--- src/rtl/wei_fifo_rd_arbiter_pkg.sv ---
// Shared defaults and helpers for the weight-FIFO read arbiter and its round-robin picker.
// The defaults match the weight FIFO instance so both sides agree on partition count and word width.
package wei_fifo_rd_arbiter_pkg;

    localparam int WEI_RD_NUM     = 27;
    localparam int WEI_DATA_WIDTH = 64;

    // Index width for n entries; never less than 1 bit so a single-entry build still has a port.
    function automatic int c_log_2(input int n);
        return (n <= 1) ? 1 : $clog2(n);
    endfunction

endpackage

--- src/rtl/wei_fifo_rd_arbiter_rr_pick.sv ---
// Combinational round-robin picker: returns the first set bit of i_elig at or after i_start, wrapping.
// Built as a double-width mask-and-priority-encode so it can be reused by other arbiters.
module wei_fifo_rd_arbiter_rr_pick
    import wei_fifo_rd_arbiter_pkg::*;
#(
    parameter int N  = WEI_RD_NUM,
    parameter int IW = c_log_2(N)
) (
    input  logic [N-1:0]  i_elig,
    input  logic [IW-1:0] i_start,
    output logic          o_vld,
    output logic [IW-1:0] o_idx
);

    logic [2*N-1:0] w_dbl;
    logic [2*N-1:0] w_low_mask;
    int             w_pos;

    // Lower copy has the bits below start cleared, so the upper copy supplies the wrapped part.
    always_comb begin
        w_low_mask = '0;
        for (int j = 0; j < N; j++) begin
            w_low_mask[j] = (j < int'(i_start));
        end
        w_dbl = {i_elig, i_elig} & ~w_low_mask;
    end

    always_comb begin
        w_pos = 0;
        for (int j = 2*N-1; j >= 0; j--) begin
            if (w_dbl[j]) w_pos = j;
        end
    end

    assign o_vld = |i_elig;
    assign o_idx = IW'((w_pos >= N) ? (w_pos - N) : w_pos);

endmodule

--- src/rtl/wei_fifo_rd_arbiter.sv ---
// Round-robin read scheduler: one pop per cycle into the shared weight FIFO read port,
// with the returned SRAM word tagged back to the granted requester one cycle later.
module wei_fifo_rd_arbiter
    import wei_fifo_rd_arbiter_pkg::*;
#(
    parameter int RD_NUM     = WEI_RD_NUM,
    parameter int DATA_WIDTH = WEI_DATA_WIDTH,
    parameter int ID_WIDTH   = c_log_2(RD_NUM)
) (
    input  logic                  i_clk,
    input  logic                  i_reset,
    input  logic [RD_NUM-1:0]     i_req,
    output logic [RD_NUM-1:0]     o_ack,
    input  logic [RD_NUM-1:0]     i_fifo_empty,
    output logic                  o_fifo_pop,
    output logic [ID_WIDTH-1:0]   o_fifo_pop_id,
    input  logic [DATA_WIDTH-1:0] i_fifo_data_out,
    output logic [RD_NUM-1:0]     o_rsp_valid,
    output logic [DATA_WIDTH-1:0] o_rsp_data,
    output logic                  o_busy
);

    localparam logic [ID_WIDTH-1:0] LAST_IDX = ID_WIDTH'(RD_NUM - 1);

    logic [ID_WIDTH-1:0] r_last_grant;
    logic [ID_WIDTH-1:0] r_last_id;
    logic                r_last_vld;
    logic [RD_NUM-1:0]   r_ack;
    logic                r_rsp_pipe_vld;
    logic [ID_WIDTH-1:0] r_rsp_pipe_id;

    logic [RD_NUM-1:0]   w_inflight;
    logic [RD_NUM-1:0]   w_elig;
    logic [ID_WIDTH-1:0] w_start;
    logic                w_pick_vld;
    logic [ID_WIDTH-1:0] w_pick;

    // The empty flag of the id popped last cycle has not caught up yet, so mask that id.
    assign w_inflight = r_last_vld ? (RD_NUM'(1) << r_last_id) : '0;
    assign w_elig     = i_req & ~i_fifo_empty & ~w_inflight;
    assign w_start    = (r_last_grant == LAST_IDX) ? '0 : r_last_grant + ID_WIDTH'(1);

    wei_fifo_rd_arbiter_rr_pick #(
        .N  (RD_NUM),
        .IW (ID_WIDTH)
    ) u_rr_pick (
        .i_elig  (w_elig),
        .i_start (w_start),
        .o_vld   (w_pick_vld),
        .o_idx   (w_pick)
    );

    always_ff @(posedge i_clk) begin
        if (i_reset) begin
            r_last_grant   <= LAST_IDX;
            r_last_id      <= '0;
            r_last_vld     <= 1'b0;
            r_ack          <= '0;
            r_rsp_pipe_vld <= 1'b0;
            r_rsp_pipe_id  <= '0;
        end else begin
            r_last_vld     <= w_pick_vld;
            r_ack          <= w_pick_vld ? (RD_NUM'(1) << w_pick) : '0;
            if (w_pick_vld) begin
                r_last_grant <= w_pick;
                r_last_id    <= w_pick;
            end
            r_rsp_pipe_vld <= r_last_vld;
            r_rsp_pipe_id  <= r_last_id;
        end
    end

    assign o_ack         = r_ack;
    assign o_fifo_pop    = r_last_vld;
    assign o_fifo_pop_id = r_last_id;
    assign o_rsp_valid   = r_rsp_pipe_vld ? (RD_NUM'(1) << r_rsp_pipe_id) : '0;
    assign o_rsp_data    = i_fifo_data_out;
    assign o_busy        = r_last_vld | r_rsp_pipe_vld;

endmodule

--- config.mk ---
export PLATFORM = sky130hd
export DESIGN_NAME = wei_fifo_rd_arbiter
export DESIGN_NICKNAME = d
export VERILOG_FILES = /design/src/rtl/wei_fifo_rd_arbiter_pkg.sv /design/src/rtl/wei_fifo_rd_arbiter_rr_pick.sv /design/src/rtl/wei_fifo_rd_arbiter.sv
export SDC_FILE = /design/constraint.sdc
export NUM_CORES = 1
export LEC_CHECK = 0
export ABC_AREA = 1
export ABC_CLOCK_PERIOD_IN_PS = 4900
export CAP_MARGIN = 20
export CORE_MARGIN = 2
export CORE_UTILIZATION = 34
export DETAILED_ROUTE_END_ITERATION = 10
export GPL_ROUTABILITY_DRIVEN = 1
export PLACE_DENSITY = 0.91
export SETUP_SLACK_MARGIN = 0.5
export SLEW_MARGIN = 40
export SYNTH_ARGS = -nofsm -noshare
export SYNTH_HDL_FRONTEND = slang
export SYNTH_SLANG_ARGS = --single-unit
--- constraint.sdc ---
create_clock -name i_clk -period 4.9 [get_ports i_clk]
set_input_delay 1.225 -clock i_clk [delete_from_list [all_inputs] [get_ports i_clk]]
set_output_delay 1.225 -clock i_clk [all_outputs]
set_load 0.02 [all_outputs]
# After elaboration in Yosys (flattened, before gate mapping)
# Cells that the tools add are included.
[classes]
addsub = 2
n_lt_le_gt_ge = 28
n_eq_ne = 1
shifts = 3
mux = 58
bitwise = 8
reduce_logical = 2
[op_table]
columns = ["cell", "n"]
rows = [
  ["two-way mux 6 bit", 54],
  ["<< shifter 1 x 5 -> 27 bit (first input constant)", 3],
  ["< comparator 5 bit (first input constant)", 11],
  ["AND 27 bit", 2],
  ["AND 54 bit", 1],
  ["two-way mux 27 bit", 2],
  ["NOT 27 bit", 2],
  ["NOT 27 -> 54 bit", 1],
  ["< comparator 4 x 5 -> 1 bit (first input constant)", 8],
  ["OR reduction 27 bit", 1],
  ["< comparator 3 x 5 -> 1 bit (first input constant)", 4],
  ["< comparator 1 x 5 -> 1 bit (first input constant)", 2],
  ["< comparator 2 x 5 -> 1 bit (first input constant)", 2],
  ["two-way mux 5 bit", 2],
  ["greater-or-equal comparator 6 x 5 -> 1 bit (second input constant)", 1],
  ["adder 5 x 1 -> 5 bit (second input constant)", 1],
  ["== test 5 bit (second input constant)", 1],
  ["subtractor 5 bit (second input constant)", 1],
  ["OR reduction 2 bit", 1],
  ["NOT 1 bit", 1],
  ["OR 1 bit", 1],
]
[totals]
ff_bits = 44
input_bits = 120
out_inout_bits = 125
word_cells = 108

# Logic depth before layout (Yosys ltp)
# Gate-level depths: netlist (run 1).
[logic_depth]
word_depth = 62
mapped_depth = 57

# By module
# From an unflattened synthesis (run 1), not the netlist that was laid out.
[hier_totals]
cells_unflattened = 691
area_unflattened_um2 = 3967.6
[by_module_without_submodules]
columns = ["module", "n_inst", "cells_per_inst", "area_per_inst_um2", "seq_area_each_um2"]
rows = [
  ["wei_fifo_rd_arbiter", 1, 400, 2696.3, 840.8],
  ["wei_fifo_rd_arbiter_rr_pick", 1, 291, 1271.2, 0.0],
]

# Worst setup path after synthesis (run 1)
# Ideal clock, no wire load.
[synth_timing]
path_kind = "in2reg"
start = "in i_fifo_empty[26]"
end = "reg r_ack[2], in the netlist o_ack[2]"
t_arrival_ns = 4.571
t_required_ns = 4.774
setup_slack_ns = 0.203
cell_stages = 54
path_buffers = 0
path_cell_list = "inv_1 -> nand2_1 -> nor2_1 -> nand2_1 -> nand2_1 -> nand2_1 -> nand2_1 -> nand2_1 -> nand2_1 -> nand2_1 -> nand2_1 -> nand2_1 -> nand2_1 -> nand2_1 -> nand2_1 -> nand2_1 -> nand2_1 -> nand2_1 -> (+18 left out) -> nand2_1 -> nand2_1 -> nand2_1 -> nand2_1 -> nand2_2 -> nand2_1 -> inv_1 -> ha_1 -> inv_1 -> a21oi_1 -> inv_1 -> or2_1 -> nand2_2 -> nand2_2 -> xor2_2 -> clkinv_1 -> nand4_1 -> nor3_1"
[synth_between]
elab_chain_len = 61
elab_cells_between_ends = 65
cone_classes = "add/sub (1); order compare (1); shift (1); mux (55); bitwise (5); reduce/logical (2)"
[synth_lines]
columns = ["item", "line", "text"]
rows = [
  ["from (decl)", "wei_fifo_rd_arbiter.sv:14", "input logic [RD_NUM-1:0] i_fifo_empty,"],
  ["NOT 27 bit *", "wei_fifo_rd_arbiter.sv:40", "assign w_elig = i_req & ~i_fifo_empty & ~w_inflight;"],
  ["AND 27 bit * (2 in series)", "wei_fifo_rd_arbiter.sv:40", ""],
  ["AND 54 bit", "wei_fifo_rd_arbiter_rr_pick.sv:25", "w_dbl = {i_elig, i_elig} & ~w_low_mask;"],
  ["two-way mux 6 bit (54 in series)", "wei_fifo_rd_arbiter_rr_pick.sv:31", "if (w_dbl[j]) w_pos = j;"],
  ["subtractor 5 bit or greater-or-equal comparator 6 x 5 -> 1 bit (tied branches)", "wei_fifo_rd_arbiter_rr_pick.sv:36", "assign o_idx = IW'((w_pos >= N) ? (w_pos - N) : w_pos);"],
  ["two-way mux 5 bit", "wei_fifo_rd_arbiter_rr_pick.sv:36", ""],
  ["<< shifter 1 x 5 -> 27 bit", "wei_fifo_rd_arbiter.sv:63", "r_ack <= w_pick_vld ? (RD_NUM'(1) << w_pick) : '0;"],
  ["to (signal assigned)", "wei_fifo_rd_arbiter.sv:63", ""],
  ["to (decl)", "wei_fifo_rd_arbiter.sv:28", "logic [RD_NUM-1:0] r_ack;"],
]
# Every way passes the cells marked *; elsewhere a longest branch is shown, timed or not.
# A chain may end at the register's enable or synchronous reset.

# Worst setup path in the final report (run 1)
[layout_timing]
start = "reg r_last_id[3], in the netlist o_fifo_pop_id[3]"
end = "reg r_ack[0], in the netlist o_ack[0]"
[layout_between]
elab_chain_len = 62
elab_cells_between_ends = 66
cone_classes = "add/sub (1); order compare (1); shift (2); mux (56); bitwise (4); reduce/logical (2)"
[layout_lines]
columns = ["item", "line", "text"]
rows = [
  ["from (decl)", "wei_fifo_rd_arbiter.sv:26", "logic [ID_WIDTH-1:0] r_last_id;"],
  ["from (signal assigned)", "wei_fifo_rd_arbiter.sv:66", "r_last_id <= w_pick;"],
  ["<< shifter 1 x 5 -> 27 bit *", "wei_fifo_rd_arbiter.sv:39", "assign w_inflight = r_last_vld ? (RD_NUM'(1) << r_last_id) : '0;"],
  ["two-way mux 27 bit *", "wei_fifo_rd_arbiter.sv:39", ""],
  ["NOT 27 bit *", "wei_fifo_rd_arbiter.sv:40", ""],
  ["AND 27 bit *", "wei_fifo_rd_arbiter.sv:40", ""],
  ["AND 54 bit", "wei_fifo_rd_arbiter_rr_pick.sv:25", ""],
  ["two-way mux 6 bit (54 in series)", "wei_fifo_rd_arbiter_rr_pick.sv:31", ""],
  ["subtractor 5 bit or greater-or-equal comparator 6 x 5 -> 1 bit (tied branches)", "wei_fifo_rd_arbiter_rr_pick.sv:36", ""],
  ["two-way mux 5 bit", "wei_fifo_rd_arbiter_rr_pick.sv:36", ""],
  ["<< shifter 1 x 5 -> 27 bit", "wei_fifo_rd_arbiter.sv:63", ""],
]
# Marked as above.

==> results.sh, run 1 <==
export IMPL_final_nets=880
export IMPL_arrival_ns=5.38
export IMPL_num_vias=4595
export IMPL_worst_pin_slew_ns=0.533
export IMPL_ys_seq_area_share_pct=21.9
export IMPL_vias_per_cell=5.12
export IMPL_drc_errors=0
export IMPL_port_buffers=116
export IMPL_rsz0062_at_grt="true"
export IMPL_fin_crit_sh_pct=106
export IMPL_io_pins=245
export IMPL_yosysWarnings=0
export IMPL_use_met1_pct=24.8
export IMPL_dp_cells=862
export IMPL_antenna_left=0
export IMPL_critPathKind="reg -> reg"
export IMPL_gp_congestion=0.960
export IMPL_status="complete, but fails checks"
export IMPL_final_max_slew_viol_count=0
export IMPL_vdd_drop_max_uv=431
export IMPL_slew_headroom_pct=64.3
export IMPL_cts_buffer_depth=2
export IMPL_endpoint_kind="flip-flop"
export IMPL_setup_violations=31
export IMPL_die_w_microns=110
export IMPL_cellPowerDensity_mw_per_mm2=819
export IMPL_grt_use_total_pct=21.5
export IMPL_synth_edff_count=0
export IMPL_antenna_found_initial=0
export IMPL_grt_pass1_wl_microns=20500
export IMPL_synth_ff_latch_count=42
export IMPL_cp_common_cell="nand2_1"
export IMPL_dieArea_sq_mm=0.0122
export IMPL_min_path_type="reg -> reg"
export IMPL_start_util_pct=35.2
export IMPL_diodes=0
export IMPL_h_tree_depth=2
export IMPL_clock_root_buffer="clkbuf_16"
export IMPL_cts_tree="built"
export IMPL_die_h_microns=110
export IMPL_violations="negative setup slack"
export IMPL_routed_wl_microns=14400
export IMPL_cp_max_fo=11
export IMPL_critPathRequiredTime_ns=5.09
export IMPL_final_area_sq_mm=0.00553
export IMPL_syn_cell_area_sq_mm=0.00385
export IMPL_syn_avg_cell_area_sq_um=5.95
export IMPL_cts_sinks=42
export IMPL_syn2layout_area_growth_pct=43.6
export IMPL_final_hold_viol_count=0
export IMPL_syn_inst=647
export IMPL_p_leak_nw=2.45
export IMPL_async_flop_share_pct=0
export IMPL_met2_usage_pct=36.1
export IMPL_period_needed_ns=5.19
export IMPL_ys_types=36
export IMPL_cts_clk_slew_worst_paths_ns=0.06
export IMPL_finalPower_mw=4.53
export IMPL_cpPeakStageDelay_ns=0.57
export IMPL_firstDrtPassIters=7
export IMPL_finalClockSkew_ns=0.00640
export IMPL_max_freq_mhz=193
export IMPL_syn_nets=770
export IMPL_final_util_pct=50.5
export IMPL_dpl_cell_area_sq_mm=0.00497
export IMPL_core_sq_mm=0.0109
export IMPL_cts_buffers=5
export IMPL_final_cells=898
export IMPL_top_usage_layer="met2"
export IMPL_crit_path_top_delay_cell="dfxtp_1"
export IMPL_ys_dominant_reg_cell="dfxtp_1"
export IMPL_clk_latency_ns=0.28
export IMPL_grt_overflow_total=0
export IMPL_setup_ws_ns=-0.294
export IMPL_grt_max_degree=14
export IMPL_critPathLaunchType="flip-flop"
export IMPL_finalSetupTns_ns=-3.94
export IMPL_grt_pass1_vias=4314
export IMPL_dp_hpwl_microns=10600
export IMPL_max_cap_viol_count=0
export IMPL_drt_iter0_drc=443
export IMPL_drive_gt1_share_pct=20.7
export IMPL_placementRows=38
export IMPL_wl_per_cell_microns=16.0
export IMPL_use_met3_pct=4.82
[power by group]
part / total [mW] / switching (mW) / internal, mW
clock network: 0.369 / 0.129 / 0.240
registers: 0.552 / 0.0982 / 0.454
logic: 3.61 / 2.14 / 1.47
total: 4.53 / 2.37 / 2.16
[logic make-up (layout without fill, tap and decap cells)]
kind of cell | after synthesis | in the layout | synth area share (%)
flip-flops | 42 | 42 | 21.9
adder cells (fa/ha/maj) | 3 | 3 | 0.976
buffers and inverters | 194 | 305 | 26.1
AO/OA/AOI/OAI | 46 | 46 | 7.06
XOR/XNOR | 3 | 3 | 1.07
AND/OR/NAND/NOR | 359 | 359 | 42.9
[cell usage in the layout (no fill, tap or decap), drive strengths merged, types with 8 or more instances in the layout]
| master | instances |
|---|---|
| dfxtp | 42 |
| nor3 | 43 |
| nand4 | 23 |
| clkbuf | 8 |
| nor2 | 123 |
| buf | 64 |
| o21ai | 17 |
| clkdlybuf4s50 | 100 |
| nand3 | 33 |
| dlygate4sd2 | 10 |
| a21oi | 17 |
| inv | 119 |
| nand2 | 125 |
[per-layer routing]
metal | wire, microns | vias to the layer above | share of wire (%)
met1 | 5200 | 2031 | 36
met3 | 1440 | 86 | 10
met5 | 0 | - | 0
li1 | - | 2189 | -
met2 | 6880 | 289 | 48
met4 | 850 | 0 | 5.9
[synthesized netlist by cell type (3+ instances only)]
cell	count	area share, %
nand2_2	10	1.6
nand2_1	114	11
nor3_1	36	4.7
nor2_4	4	1.2
buf_6	3	0.88
dfxtp_1	42	22
nand3_1	33	4.3
o21ai_0	13	1.7
nor2_2	5	0.81
nor4_1	6	0.98
a21oi_1	16	2.1
buf_4	67	13
nand4_1	22	3.6
inv_2	7	0.68
nor2_1	114	11
nand3b_1	4	0.78
ha_1	3	0.98
nor3_2	7	1.8
a211oi_1	6	1.2
o21ai_1	3	0.39
clkbuf_1	4	0.39
inv_1	110	11
[flip-flops by register name, indices dropped and copies added (netlist names)]
register        cells
r_rsp_pipe_vld      1
o_fifo_pop_id       3
r_last_grant        5
r_rsp_pipe_id       5
o_fifo_pop          1
o_ack              27
[through the flow]
step | hold slack, ns | setup WS [ns]
5_1_grt | 0.547 | -0.537
3_3_place_gp | 0.511 | -0.441
2_1_floorplan | 0.492 | 0.314
3_5_place_dp | 0.508 | -0.590
4_1_cts | 0.522 | 0.148
6_report | 0.515 | -0.294
[worst max-delay path: cells and delay by family (launching register included)]
family / cells / cell delay, ns
simple gates: 21 / 2.35
buf+inv: 14 / 1.49
flops: 1 / 0.57
fa+ha+maj: 1 / 0.13
xor+xnor: 1 / 0.18
compound gates: 3 / 0.35
[layout make-up]
| class | instances | area, sq um |
|---|---|---|
| Fill cell | 986 | 5410 |
| Multi-Input combinational cell | 411 | 2220 |
| Timing Repair Buffer | 177 | 1650 |
| Sequential cell | 42 | 842 |
| Inverter | 120 | 475 |
| Tap cell | 140 | 175 |
| Clock buffer | 6 | 129 |
| Clock inverter | 2 | 37.5 |
[worst paths after layout]
| check | end | cells past startpoint | slack, ns | startpoint |
|---|---|---|---|---|
| max reg2reg | o_ack[0] | 40 | -0.29 | o_fifo_pop_id[3] |
| min | r_rsp_pipe_id[4] | 2 | 0.52 | o_fifo_pop_id[4] |
| min reg2reg | r_rsp_pipe_id[4] | 2 | 0.52 | o_fifo_pop_id[4] |
| max | o_ack[0] | 40 | -0.29 | o_fifo_pop_id[3] |
[timing repair]
item	in CTS	in global routing
endpoints found under the setup margin	35	35
setup buffers	22	5
resized for setup	49	37
pin swaps	39	32
cloned	1	0
hold buffers	0	0
Note: power is estimated with default switching activity, not from simulation.
==> inputs of run 2 (changes only) <==
--- a/config.mk
+++ b/config.mk
@@ -6,7 +6,7 @@
 export NUM_CORES = 1
 export LEC_CHECK = 0
 export ABC_AREA = 1
-export ABC_CLOCK_PERIOD_IN_PS = 4900
+export ABC_CLOCK_PERIOD_IN_PS = 4200
 export CAP_MARGIN = 20
 export CORE_MARGIN = 2
 export CORE_UTILIZATION = 34
==> constraint.sdc (replaced) <==
create_clock -name i_clk -period 4.2 [get_ports i_clk]
set_input_delay 1.05 -clock i_clk [delete_from_list [all_inputs] [get_ports i_clk]]
set_output_delay 1.05 -clock i_clk [all_outputs]
set_load 0.02 [all_outputs]
==> run 2 against run 1 <==
  * The flow still finishes with violations (negative setup slack)
  * Sequential cell count unchanged
  * Clock skew decreased by 0.0024 ns
  * Routed wire length is 9.3% higher
  * Via count grew 8.1%
  * Critical path type is now in -> reg
==> results.sh, run 2 (synthesis gave the netlist of run 1 again) <==
export IMPL_status="complete, but fails checks"
export IMPL_violations="negative setup slack"
export IMPL_num_vias=4967
export IMPL_worstHoldEndpoint="r_last_grant[1]"
export IMPL_wl_per_cell_microns=16.2
export IMPL_hold_ws_ns=0.568
export IMPL_start_util_pct=35.2
export IMPL_diodes=0
export IMPL_dpl_cell_area_sq_mm=0.00548
export IMPL_swShare_pct=50.9
export IMPL_io_pins=245
export IMPL_drt_iter0_drc=600
export IMPL_gp_congestion=0.989
export IMPL_crit_path_top_delay_cell="or2_4"
export IMPL_rr_startpoint="o_fifo_pop_id[1]"
export IMPL_cts_buffer_depth=2
export IMPL_cts_tree="built"
export IMPL_cp_max_fo=16
export IMPL_dieArea_sq_mm=0.0122
export IMPL_power_switching_mw=2.93
export IMPL_cellPowerDensity_mw_per_mm2=946
export IMPL_ff2ff_setup_slack_ns=-0.75
export IMPL_setup_ws_ns=-0.787
export IMPL_grt_use_total_pct=23.7
export IMPL_grt_overflow_total=0
export IMPL_setup_violations=35
export IMPL_grt_pass1_wl_microns=22300
export IMPL_die_h_microns=110
export IMPL_power_share_sequential_pct=10.8
export IMPL_final_hold_viol_count=0
export IMPL_grt_max_degree=17
export IMPL_p_leak_nw=2.82
export IMPL_core_sq_mm=0.0109
export IMPL_nFillCells=932
export IMPL_cp_buffers_inverters=17
export IMPL_hold_path_startpoint="r_last_grant[1]"
export IMPL_p_int_mw=2.82
export IMPL_cts_hold_fix_buffers=0
export IMPL_dp_hpwl_microns=11400
export IMPL_worst_path_stages=42
export IMPL_max_freq_mhz=201
export IMPL_min_path_type="reg -> reg"
export IMPL_critPathKind="in -> reg"
export IMPL_cpPeakStageDelay_ns=0.26
export IMPL_endpoint_kind="flip-flop"
export IMPL_clk_latency_ns=0.29
export IMPL_rsz0062_at_grt="true"
export IMPL_multi_input_area_sq_mm=0.00223
export IMPL_h_tree_depth=2
export IMPL_die_w_microns=110
export IMPL_slew_headroom_pct=63.1
export IMPL_p_comb_share_pct=81.5
export IMPL_largest_reg_flops=27
export IMPL_pwr_share_clk_pct=7.7
export IMPL_syn2layout_area_growth_pct=58.0
export IMPL_period_needed_ns=4.99
export IMPL_layout_commonest_cell="buf_4"
export IMPL_port_buffers=116
export IMPL_r2r_cells=42
export IMPL_grt_pass1_vias=4681
export IMPL_ff_latch_area_sq_um=841
export IMPL_arrival_ns=5.19
export IMPL_firstDrtPassIters=7
export IMPL_final_max_slew_viol_count=0
export IMPL_finalClockSkew_ns=0.00397
export IMPL_worst_pin_slew_ns=0.552
export IMPL_placementRows=38
export IMPL_cts_buffers=5
export IMPL_drc_errors=0
export IMPL_clock_root_buffer="clkbuf_16"
export IMPL_drive_gt1_share_pct=28.2
export IMPL_worst_r2r_endpoint="o_ack[5]"
export IMPL_critPathRequiredTime_ns=4.40
export IMPL_cp_top_family="buffers and inverters"
export IMPL_routed_wl_microns=15700
export IMPL_final_area_sq_mm=0.00608
export IMPL_vdd_drop_max_uv=585
export IMPL_final_nets=953
export IMPL_critPathLaunchType="primary input"
export IMPL_cts_sinks=42
export IMPL_max_cap_viol_count=0
export IMPL_vias_per_cell=5.12
export IMPL_holdPathStages=2
export IMPL_mostFrequentLayoutCells="buf_4 (126), nor2_1 (109), nand2_1 (105), inv_1 (101), clkdlybuf4s50_1 (97)"
export IMPL_cp_common_cell="nand2_1"
export IMPL_cts_clk_slew_worst_paths_ns=0.06
export IMPL_fin_crit_sh_pct=119
export IMPL_antenna_left=0
export IMPL_antenna_found_initial=0
-- run 2: changes by cell type in the layout (fill, tap and decap cells not counted), sizes merged --
cell	delta
clkbuf	-2
clkdlybuf4s50	-3
clkinvlp	+1
buf	+73
dlygate4sd2	+4
-- run 2: worst register-to-register path: cells and delay by family (launching register included) --
family	cells	cell delay, ns
simple gates	22	2.05
compound gates	3	0.38
flops	1	0.46
buf+inv	16	1.83
fa+ha+maj	1	0.14
-- run 2: layout make-up --
| type | count | area share, % |
|---|---|---|
| inverters | 120 | 7.82 |
| repair buffers | 250 | 36.0 |
| well taps | 140 | 2.88 |
| clock inverters | 3 | 0.741 |
| flip-flops and latches | 42 | 13.8 |
| multi-input cells | 411 | 36.7 |
| clock buffers | 5 | 2.06 |
-- run 2: per-stage QoR --
stage          total power, mW  worst slack [ns]  std cells  setup TNS, ns  util, %
5_1_grt                   6.09             -1.20        971         -35.51     55.6
3_3_place_gp              4.20            -0.942        932         -30.29     50.1
4_1_cts                   5.11            -0.446        961         -11.02     54.0
3_5_place_dp              4.32             -1.15        932         -36.43     50.1
6_report                  5.75            -0.787        971         -23.31     55.6
2_1_floorplan             2.97            -0.208        647          -4.85        -
-- run 2: power groups by stage --
stage          Sequential (mW)  Combinational (mW)  Clock (mW)
6_report                 0.619                4.68       0.446
5_1_grt                  0.630                4.99       0.469
4_1_cts                  0.616                4.05       0.444
3_5_place_dp             0.624                3.70           0
3_3_place_gp             0.621                3.58           0
2_1_floorplan            0.703                2.26           0
-- run 2: worst max path at each step --
stage / startpoint / slack [ns] / endpoint
after floorplan: i_fifo_empty[26] / -0.21 / o_ack[0]
after global placement: i_fifo_empty[26] / -0.94 / o_ack[2]
after detailed placement: i_fifo_empty[26] / -1.15 / o_ack[0]
after CTS: i_fifo_empty[26] / -0.45 / o_ack[18]
after global routing: i_fifo_empty[26] / -1.20 / o_ack[5]
final: i_req[26] / -0.79 / o_ack[5]
-- run 2: repair_timing --
item,4_1_cts,5_1_grt
resized for setup,59,30
endpoints found under the setup margin,35,35
pin swaps,56,31
setup buffers,21,10
-- run 2: metal layers --
layer  vias to the layer above  part of all wire, %  wire length [microns]  GRT usage [%]
met5                         -                    0                      0              0
met1                      2266                   36                   5600           26.9
met4                         0                  5.5                    864           13.0
li1                       2329                    -                      -              -
met2                       292                   49                   7650           40.3
met3                        80                   10                   1600           6.17
==> inputs of run 3 (changes only) <==
--- a/config.mk
+++ b/config.mk
@@ -12,9 +12,10 @@
 export CORE_UTILIZATION = 34
 export DETAILED_ROUTE_END_ITERATION = 10
 export GPL_ROUTABILITY_DRIVEN = 1
-export PLACE_DENSITY = 0.91
+export GPL_TIMING_DRIVEN = 0
+export PLACE_DENSITY = 0.9
 export SETUP_SLACK_MARGIN = 0.5
-export SLEW_MARGIN = 40
 export SYNTH_ARGS = -nofsm -noshare
 export SYNTH_HDL_FRONTEND = slang
+export SYNTH_HIERARCHICAL = 1
 export SYNTH_SLANG_ARGS = --single-unit
==> run 3 against run 2 <==
  * The flow still finishes with violations (negative setup slack)
  * Die area up 3.0%
  * Sequential share of layout area is 1.9 points lower
  * Count of clock-buffer cells in the layout increased by 1
  * Sequential cell count stayed put
  * Register-to-register slack got worse by 0.09 ns
  * Final cell count rose by 11%
==> results.sh, run 3 <==
export IMPL_violations="negative setup slack"
export IMPL_ys_types=34
export IMPL_r2r_cells=41
export IMPL_dp_cells=1013
export IMPL_dp_hpwl_microns=12100
export IMPL_drive_gt1_share_pct=28.0
export IMPL_syn_cell_area_sq_mm=0.00397
export IMPL_final_max_slew_viol_count=0
export IMPL_diodes=0
export IMPL_dieArea_sq_mm=0.0125
export IMPL_cts_clk_slew_worst_paths_ns=0.07
export IMPL_crit_path_top_delay_cell="dfxtp_1"
export IMPL_h_tree_depth=2
export IMPL_swShare_pct=53.1
export IMPL_holdPathStages=2
export IMPL_final_hold_viol_count=0
export IMPL_ff2ff_setup_slack_ns=-0.84
export IMPL_cts_buffer_depth=2
export IMPL_cp_common_cell="nand2_1"
export IMPL_final_cells=1082
export IMPL_placementRows=39
export IMPL_cts_tree="built"
export IMPL_start_util_pct=34.7
export IMPL_cellPowerDensity_mw_per_mm2=974
export IMPL_wl_per_cell_microns=16.8
export IMPL_clock_root_buffer="clkbuf_16"
export IMPL_clk_latency_ns=0.29
export IMPL_firstDrtPassIters=6
export IMPL_p_int_mw=3.24
export IMPL_worstHoldEndpoint="r_rsp_pipe_id[4]"
export IMPL_final_util_pct=62.0
export IMPL_synth_ff_latch_count=42
export IMPL_endpoint_kind="flip-flop"
export IMPL_routed_wl_microns=18100
export IMPL_grt_overflow_total=0
export IMPL_rsz0062_at_grt="true"
export IMPL_syn2layout_area_growth_pct=78.5
export IMPL_cpPeakStageDelay_ns=0.44
export IMPL_max_cap_viol_count=0
export IMPL_num_vias=5597
export IMPL_finalPower_mw=6.90
export IMPL_synth_edff_count=0
export IMPL_grt_max_degree=14
export IMPL_rr_startpoint="r_last_grant[0]"
export IMPL_syn_inst=691
export IMPL_post_synth_top_count_cell="nand2_1"
export IMPL_grt_pass1_vias=4977
export IMPL_ys_dominant_reg_cell="dfxtp_1"
export IMPL_drc_errors=0
export IMPL_vdd_drop_max_uv=644
export IMPL_worst_pin_slew_ns=0.668
export IMPL_setup_violations=35
export IMPL_synthTopCellsByArea="dfxtp_1 (21%), nand2_1 (13%), buf_4 (13%), nor2_1 (12%), inv_1 (11%)"
export IMPL_yosysWarnings=6
export IMPL_hold_path_startpoint="o_fifo_pop_id[4]"
export IMPL_core_sq_mm=0.0114
export IMPL_port_buffers=179
export IMPL_antenna_left=0
export IMPL_setup_ws_ns=-0.837
export IMPL_slew_headroom_pct=55.3
export IMPL_period_needed_ns=5.04
export IMPL_use_met3_pct=5.67
export IMPL_antenna_found_initial=0
export IMPL_die_w_microns=112
export IMPL_io_pins=245
export IMPL_cp_max_fo=9
export IMPL_min_path_type="reg -> reg"
export IMPL_yosysTopAreaCell="dfxtp_1"
export IMPL_layout_commonest_cell="clkdlybuf4s50_1"
export IMPL_arrival_ns=5.25
export IMPL_power_share_sequential_pct=9.3
export IMPL_top_usage_layer="met2"
export IMPL_critPathKind="reg -> reg"
export IMPL_drt_iter0_drc=721
export IMPL_status="complete, but fails checks"
export IMPL_critPathLaunchType="flip-flop"
export IMPL_fin_crit_sh_pct=120
export IMPL_mostFrequentLayoutCells="clkdlybuf4s50_1 (158), nor2_1 (118), buf_4 (118), nand2_1 (117), inv_1 (101)"
export IMPL_use_met1_pct=25.3
export IMPL_synth_top_area_share_pct=21.2
export IMPL_syn_nets=814
export IMPL_vias_per_cell=5.17
export IMPL_gp_congestion=1.00
export IMPL_synth_cells_most_frequent="nand2_1 (139), nor2_1 (130), inv_1 (121), buf_4 (68), nand3_1 (52)"
export IMPL_critPathRequiredTime_ns=4.42
export IMPL_worst_r2r_endpoint="o_ack[22]"
export IMPL_ys_seq_area_share_pct=21.2
export IMPL_syn_avg_cell_area_sq_um=5.74
export IMPL_final_nets=1061
export IMPL_cts_sinks=42
export IMPL_largest_reg_flops=27
export IMPL_async_flop_share_pct=0
export IMPL_p_comb_share_pct=84.3
export IMPL_die_h_microns=112
export IMPL_pwr_share_clk_pct=6.5
export IMPL_p_leak_nw=3.30
export IMPL_grt_pass1_wl_microns=24300
export IMPL_max_freq_mhz=199
export IMPL_power_switching_mw=3.66
export IMPL_met2_usage_pct=45.0
export IMPL_finalClockSkew_ns=0.00916
export IMPL_cts_buffers=5
export IMPL_grt_use_total_pct=23.9
==> run 3: per-layer routing <==
layer  up-vias  wire length, microns  part of all wire [%]
met5         -                     0                     0
met4         0                  1130                   6.2
met3       119                  1550                   8.6
met2       421                  9300                    51
met1      2495                  6160                    34
li1       2562                     -                     -
==> run 3: repair_timing <==
item / in CTS / in global routing
resized for setup: 89 / 61
gates cloned: 1 / 1
hold buffers: 0 / 0
buffers inserted: 46 / 13
endpoints found under the setup margin: 35 / 35
pin swaps: 51 / 36
==> run 3: cell families (layout without fill, tap and decap cells) <==
family | count (synthesis) | count (layout) | share of synthesized area (%)
AO/OA/AOI/OAI | 48 | 48 | 7.35
XOR/XNOR | 3 | 3 | 0.662
adder cells (fa/ha/maj) | 3 | 3 | 0.946
buffers and inverters | 209 | 456 | 27.1
flip-flops | 42 | 42 | 21.2
AND/OR/NAND/NOR | 386 | 387 | 42.8
==> run 3: worst max-delay path: cells and delay by family, from the launching register on <==
kind | cells | cell delay (ns)
fa+ha+maj | 2 | 0.35
xor+xnor | 1 | 0.17
compound gates | 2 | 0.47
flops | 1 | 0.44
buf+inv | 9 | 1.01
simple gates | 27 | 2.52
==> run 3: per-stage QoR <==
| step | area (sq um) | worst slack [ns] | hold WS [ns] | setup TNS, ns |
|---|---|---|---|---|
| final | 7080 | -0.837 | 0.535 | -26.32 |
| after global routing | 7080 | -1.20 | 0.559 | -38.53 |
| after CTS | 6730 | -0.478 | 0.521 | -14.09 |
| after detailed placement | 6070 | -1.24 | 0.511 | -38.73 |
| after global placement | 6070 | -1.18 | 0.503 | -37.54 |
| after floorplan | 4100 | -0.0859 | 0.497 | -1.85 |
==> run 3: worst max-delay path by stage <==
stage | startpoint | to | slack [ns] | cells past startpoint
5_1_grt | r_last_grant[0] | o_ack[18] | -1.20 | 54
4_1_cts | i_fifo_empty[26] | o_ack[20] | -0.48 | 57
3_5_place_dp | i_fifo_empty[26] | o_ack[16] | -1.24 | 57
2_1_floorplan | i_fifo_empty[25] | o_ack[26] | -0.09 | 57
6_report | r_last_grant[0] | o_ack[22] | -0.84 | 41
3_3_place_gp | i_fifo_empty[26] | o_ack[20] | -1.18 | 57
==> run 3: final cells by class <==
class | count | area (sq um)
multi-input cells | 441 | 2450
fillers | 888 | 4340
plain buffers | 79 | 592
repair buffers | 239 | 2290
clock buffers | 6 | 129
clock inverters | 2 | 37.5
well taps | 143 | 179
inverters | 130 | 562
flip-flops and latches | 42 | 843
==> run 3: power groups by stage <==
stage                     combinational [mW]  clock [mW]  sequential [mW]
after floorplan                         2.62           0            0.754
after global placement                  3.62           0            0.619
after detailed placement                3.67           0            0.626
after CTS                               4.62       0.431            0.619
after global routing                    6.09       0.461            0.649
final                                   5.81       0.446            0.641
